[src/rtl/mean_square.sv]
// Block-window mean of squared signed samples, feeding the integer sqrt stage (RMS path).
// 3-stage pipeline (capture, square, accumulate); no backpressure, restart flushes the window.
module mean_square #(
  parameter int IN_WIDTH = 16,
  parameter int LOG2_N   = 8
) (
  input  logic                       clk,
  input  logic                       rst,
  input  logic signed [IN_WIDTH-1:0] sink,
  input  logic                       sink_valid,
  input  logic                       restart,
  output logic [2*IN_WIDTH-1:0]      source,
  output logic                       source_valid
);

  localparam int OW = 2 * IN_WIDTH;
  localparam int AW = OW + LOG2_N;
  localparam int CW = (LOG2_N > 0) ? LOG2_N : 1;
  localparam logic [CW-1:0] CNT_LAST = CW'((64'd1 << LOG2_N) - 64'd1);

  logic signed [IN_WIDTH-1:0] s1_dat;
  logic                       s1_vld;
  logic [OW-1:0]              s2_sq;
  logic                       s2_vld;
  logic [AW-1:0]              acc;
  logic [CW-1:0]              count;

  logic signed [OW-1:0]       prod;
  logic [AW-1:0]              sum;
  logic                       last;

  // Square of the most negative sample is +2^(OW-2), still positive in OW signed bits.
  assign prod = s1_dat * s1_dat;
  assign sum  = acc + AW'(s2_sq);
  assign last = (count == CNT_LAST);

  always_ff @(posedge clk or posedge rst) begin
    if (rst) begin
      s1_dat       <= '0;
      s1_vld       <= 1'b0;
      s2_sq        <= '0;
      s2_vld       <= 1'b0;
      acc          <= '0;
      count        <= '0;
      source       <= '0;
      source_valid <= 1'b0;
    end else begin
      // The sample presented alongside restart survives and opens the new window.
      s1_dat <= sink;
      s1_vld <= sink_valid;
      s2_sq  <= unsigned'(prod);
      if (restart) begin
        s2_vld       <= 1'b0;
        acc          <= '0;
        count        <= '0;
        source_valid <= 1'b0;
      end else begin
        s2_vld       <= s1_vld;
        source_valid <= 1'b0;
        if (s2_vld) begin
          if (last) begin
            // Upper OW bits of the full sum are the floored mean.
            source       <= sum[LOG2_N +: OW];
            source_valid <= 1'b1;
            acc          <= '0;
            count        <= '0;
          end else begin
            acc   <= sum;
            count <= count + 1'b1;
          end
        end
      end
    end
  end

endmodule

[config.mk]
export PLATFORM = sky130hd
export DESIGN_NAME = mean_square
export DESIGN_NICKNAME = d
export VERILOG_FILES = /design/src/rtl/mean_square.sv
export SDC_FILE = /design/constraint.sdc
export NUM_CORES = 1
export LEC_CHECK = 0
export ABC_AREA = 1
export BUFFER_PORTS_ARGS = -buffer_cell sky130_fd_sc_hd__buf_2
export CORE_MARGIN = 2
export CORE_UTILIZATION = 61
export CTS_CLUSTER_DIAMETER = 40
export DETAILED_ROUTE_END_ITERATION = 8
export PLACE_DENSITY_LB_ADDON = 0.05
export SYNTH_ARGS = -nofsm -noshare
export SYNTH_HDL_FRONTEND = slang
export SYNTH_SLANG_ARGS = --single-unit
[constraint.sdc]
create_clock -name clk -period 7.39 [get_ports clk]
set_input_delay 0 -clock clk [delete_from_list [all_inputs] [get_ports clk]]
set_output_delay 0 -clock clk [all_outputs]
set_load 0.01 [all_outputs]
## After elaboration in Yosys (flattened, before gate mapping)

Index checks and enable logic that the tools add are counted.

| storage, ports and cells | value |
|---|---|
| output and inout bits | 33 |
| input port bits | 20 |
| register bits after elaboration | 131 |
| logic and storage cells | 25 |

| cells by class | value |
|---|---|
| $add $sub $neg | 2 |
| muxes and demuxes | 10 |
| eq/ne operators | 1 |
| multipliers | 1 |
| reductions and logical operators | 2 |
| bitwise operators | 1 |

Operators by type and width:

| operator | number |
|---|---|
| 2-to-1 mux 40 bit | 3 |
| adder 40 x 32 -> 40 bit | 1 |
| multiplier 16 x 16 -> 32 bit | 1 |
| 2-to-1 mux 8 bit | 3 |
| adder 8 x 1 -> 8 bit, second input constant | 1 |
| equality test 8 bit, second input constant | 1 |
| 2-to-1 mux 1 bit | 4 |
| AND reduction 3 bit | 1 |
| nonzero test 2 bit | 1 |
| NOT 1 bit | 1 |

## Depth between registers and ports, before layout

| depth | value |
|---|---|
| depth in word-level cells | 4 |
| mapped depth | 27 |
| depth with buffers taken out | 25 |

## Least setup slack after synthesis

OpenSTA, ideal clock, no wires.

| timing path | value |
|---|---|
| path type | flip-flop to flip-flop |
| start | register s1_dat[1] |
| end | register s2_sq[31] |
| period minus slack after synthesis | 5.726 ns |
| buffers on the path | 2 |
| arrival time | 5.610 ns |
| slack | 1.664 ns |
| data required time | 7.274 ns |
| setup time | 0.116 ns |
| stages on the path, launching flop included | 24 |
| cell sequence | dfrtp_1 -> clkbuf_1 -> clkbuf_1 -> nand2_1 -> inv_1 -> fa_1 -> fa_1 -> fa_1 -> inv_1 -> fa_1 -> inv_1 -> fa_1 -> inv_1 -> fa_1 -> inv_1 -> ha_1 -> nand2_1 -> nor2_1 -> nand2_1 -> or2_2 -> nand3_1 -> inv_1 -> nand2_1 -> nand2_1 |

| between the ends | value |
|---|---|
| word-level cells in the longest chain between the ends | 1 |

RTL lines:

| what | RTL line | text |
|---|---|---|
| start: declaration | 21 | `logic signed [IN_WIDTH-1:0] s1_dat;` |
| start signal: assignment | 49 | `s1_dat <= sink;` |
| multiplier 16 x 16 -> 32 bit | 33 | `assign prod = s1_dat * s1_dat;` |
| named net prod[31] | 28 | `logic signed [OW-1:0] prod;` |
| end signal: assignment | 51 | `s2_sq <= unsigned'(prod);` |
| end: declaration | 23 | `logic [OW-1:0] s2_sq;` |

The timed path passes the listed nets, and every way through them passes these cells.
A chain may end at the register's enable or synchronous reset.

## Worst setup path in the final report

| timing path | value |
|---|---|
| start | register s1_dat[15] |
| end | register s2_sq[31] |

The elaborated chain is that of the path after synthesis.

==> reports/summary.log <==
INFO  worst_setup_path worst-path-max-fanout=23
INFO  timing         max_freq=159MHz
INFO  synth          post_synthesis_cell_type_with_the_largest_combined_area=sky130_fd_sc_hd__fa_1
INFO  synth          ys.warnings.count=0
INFO  timing         fin_setup_tns=0ps
INFO  drt            detail-route-antenna-nets=0
INFO  placement      placement.io_buffers=52
INFO  timing         slew_limit_headroom=22.1%
INFO  cts            cts_tree=done
INFO  worst_setup_path critical_path.most_common_cell=sky130_fd_sc_hd__fa_1
INFO  drt            totalWireLength=41.2mm
INFO  final_layout   number_of_nets_in_the_layout=2616
INFO  worst_setup_path cp.arrival=6630ps
INFO  final_layout   seqCellArea=3250um^2
INFO  global_route   overflow=0
INFO  die            num_io_pins=53
INFO  synth          synth-seq-area-share=19.4%
INFO  timing         grt_setup_unrepaired=false
INFO  cts            clk_root_buffer_cell=sky130_fd_sc_hd__clkbuf_16
INFO  timing         timing.final.max_slew_violations=0
INFO  drt            drt-initial-drc-count=678
INFO  placement      globalplace.congestion=0.968
INFO  die            die_h=170um
INFO  worst_setup_path critical-path-slowest-cell=sky130_fd_sc_hd__dfrtp_1
INFO  cts            clk_transition_reported_paths=80ps
INFO  synth          yosys.cell_types.count=39
INFO  cts            cts_htree_levels=4
INFO  worst_setup_path delay_contributed_by_the_slowest_stage_of_the_critical_path=850ps
INFO  timing         final.min_clock_period=6290ps
INFO  final_layout   n_diodes=0
INFO  run_status     status=completed
INFO  final_layout   fillCellCount=2359
INFO  die            dieWidth=170um
INFO  synth          synth_area_leaders=sky130_fd_sc_hd__fa_1 28%, sky130_fd_sc_hd__dfrtp_1 19%, sky130_fd_sc_hd__nand2_1 14%, sky130_fd_sc_hd__inv_1 12%, sky130_fd_sc_hd__ha_1 9.5%
INFO  synth          ys_ff_latch=130
INFO  cts            cts_setup_buffers=0
INFO  synth          number_of_synthesized_flops_with_an_enable_pin=0
INFO  synth          syn_nets=2562
INFO  worst_setup_path critPathCaptureType=flip-flop
INFO  die            floorplan.initialDensity=62.2%
INFO  timing         worst_slew_pin_tran=1170ps
INFO  cts            cts-root-to-sink-buffers=2
INFO  cts            clk-insertion-delay-late=440ps
INFO  synth          post_synth_design_cell_area=16800um^2
INFO  worst_setup_path worstSetupStartpointType=flip-flop
INFO  hold_path      min_path_type=in2reg
INFO  synth          ys_dominant_reg_cell=sky130_fd_sc_hd__dfrtp_1
INFO  cts            cts_inserted_buffers=17
INFO  synth          synthArstFlopShare=100%
INFO  placement      hpwl=34.1mm
INFO  drt            drcViolationCount=0
INFO  cts            clkSinkCount=130
INFO  global_route   grt_start_max_net_pins=70
INFO  final_layout   area_overhead_of_the_layout_relative_to_synthesis=7.90%
INFO  die            std_cell_rows=60
INFO  drt            via_count=13427
INFO  final_layout   drive_gt1_share=5.02%
INFO  synth          syn_inst=2182
INFO  timing         setup_viol_count_final=0
INFO  worst_setup_path timing.critical_path.required=7730ps
INFO  global_route   grt_first_pass_wirelength=68.9mm
INFO  drt            routed_wire_length_per_instance=15.9um
INFO  global_route   global_router_s_overall_resource_usage=30.7%
INFO  flow_run       max_cap_violations=0
INFO  worst_setup_path cp_cell_sequence=clkinv_1 -> nor2_1 -> xnor2_1 -> ha_1 -> a31o_2 -> fa_1 -> fa_1 -> fa_1 -> fa_1 -> inv_1 -> fa_1 -> inv_1 -> ha_1 -> nand2_1 -> o21ai_0 -> a21oi_1 -> or2_2 -> nand3_1 -> inv_1 -> nand2_1 -> nand2_1
INFO  drt            first_pass_iters=5
INFO  global_route   grt_antenna_before_repair=0
INFO  synth          synth.top_cell.area_share=27.8%
INFO  timing         hold_viol_final=0
INFO  drt            drt-vias-per-instance=5.18
INFO  synth          syn_avg_cell_area=7.68um^2
INFO  die            core_area=27000um^2
INFO  die            die_area=28800um^2
INFO  global_route   first_global_vias=13990
INFO  worst_setup_path crit_type=reg2reg
INFO  timing         finalCritPeriodShare=85.2%
INFO  timing         timing.clock.skew=16.2ps
INFO  final_layout   area_of_the_multi_input_gates=11300um^2
sequential cells by signal, summed over array words and instances, names as in the netlist:
register,count
acc,40
source,32
s2_sq,31
s1_dat,16
count,8
s1_vld,1
s2_vld,1
source_valid,1
per-layer routing:
| layer | vias up | track usage [%] | routed length (um) |
|---|---|---|---|
| li1 | 6611 | - | - |
| met1 | 6414 | 38.8 | 17800 |
| met2 | 319 | 54.5 | 20400 |
| met3 | 83 | 3.38 | 1570 |
| met4 | 0 | 11.6 | 1480 |
| met5 | - | 0 | 0 |
path summary, 6_finish.rpt:
kind	startpoint	cells past startpoint	to	slack (ps)
setup / recovery	s1_dat[15]	21	s2_sq[31]	1100
hold / removal	sink[12]	2	s1_dat[12]	190
setup reg to reg	s1_dat[15]	21	s2_sq[31]	1100
hold reg to reg	s1_vld	2	s2_vld	460
max in group asynchronous	rst	4	source[21]	5970
min in group asynchronous	rst	3	source[7]	210
what timing repair did:
item                                   CTS  global route
endpoints found under the hold margin   88             0
gates resized for setup                  0             0
hold buffers                            19             0
metrics by stage:
| stage | hold WS (ps) | util [%] | worst slack, ps | cells | area [um^2] |
|---|---|---|---|---|---|
| after floorplan | 31.4 | - | 1660 | 2182 | 16800 |
| after global placement | 107 | 64.2 | 1240 | 2539 | 17300 |
| after detailed placement | 109 | 64.2 | 1130 | 2539 | 17300 |
| after CTS | 177 | 67.1 | 1080 | 2590 | 18100 |
| after global routing | 189 | 67.1 | 679 | 2590 | 18100 |
| final | 193 | 67.1 | 1100 | 2590 | 18100 |
cells by family (layout without fill, tap and decap cells):
family	count (synthesis)	in the layout	share of synthesized area, %
AOI/OAI and AO/OA	136	136	4.63
DFF	130	130	19.4
and+or+nand+nor	916	916	22.5
buffers and inverters	586	653	13.3
xor gates and xnor gates	54	54	2.82
adders and majority gates	360	360	37.3
cells in the final DEF (no fill, tap or decap), types with 11 or more instances in the layout:
| cell type | instances |
|---|---|
| sky130_fd_sc_hd__xnor2_1 | 20 |
| sky130_fd_sc_hd__o21bai_1 | 15 |
| sky130_fd_sc_hd__nor3_1 | 14 |
| sky130_fd_sc_hd__fa_1 | 233 |
| sky130_fd_sc_hd__a21oi_1 | 57 |
| sky130_fd_sc_hd__o21ai_0 | 39 |
| sky130_fd_sc_hd__clkbuf_16 | 17 |
| sky130_fd_sc_hd__ha_1 | 127 |
| sky130_fd_sc_hd__inv_1 | 539 |
| sky130_fd_sc_hd__dfrtp_1 | 130 |
| sky130_fd_sc_hd__buf_2 | 52 |
| sky130_fd_sc_hd__nand2_1 | 611 |
| sky130_fd_sc_hd__xor2_1 | 34 |
| sky130_fd_sc_hd__nand3_1 | 122 |
| sky130_fd_sc_hd__nand4_1 | 25 |
| sky130_fd_sc_hd__dlygate4sd3_1 | 19 |
| sky130_fd_sc_hd__or2_2 | 11 |
| sky130_fd_sc_hd__nor2_1 | 117 |
final cells by class:
class	count	share of cell area, %
tap	341	2.36
clock inverter	15	0.851
sequential	130	18.0
inverter	542	11.3
multi-input combinational	1466	62.3
timing repair buffer	79	2.82
clock buffer	17	2.35
cells in the mapped netlist, types with 11 or more instances:
library cell / number
sky130_fd_sc_hd__a21oi_1: 57
sky130_fd_sc_hd__clkbuf_1: 36
sky130_fd_sc_hd__dfrtp_1: 130
sky130_fd_sc_hd__fa_1: 233
sky130_fd_sc_hd__ha_1: 127
sky130_fd_sc_hd__inv_1: 540
sky130_fd_sc_hd__nand2_1: 611
sky130_fd_sc_hd__nand3_1: 122
sky130_fd_sc_hd__nand4_1: 25
sky130_fd_sc_hd__nor2_1: 118
sky130_fd_sc_hd__nor3_1: 14
sky130_fd_sc_hd__o21ai_0: 39
sky130_fd_sc_hd__o21bai_1: 15
sky130_fd_sc_hd__or2_2: 11
sky130_fd_sc_hd__xnor2_1: 20
sky130_fd_sc_hd__xor2_1: 34
critical path, delay by kind of cell (launching register included):
kind	cells	cell delay (ps)
buf+inv	4	630
simple gates	6	900
compound gates	3	780
fa+ha+maj	7	2920
flops	1	850
xor+xnor	1	110
Power is not shown: default switching activity piles up to over one toggle a cycle in this logic, so the estimate is an artifact.
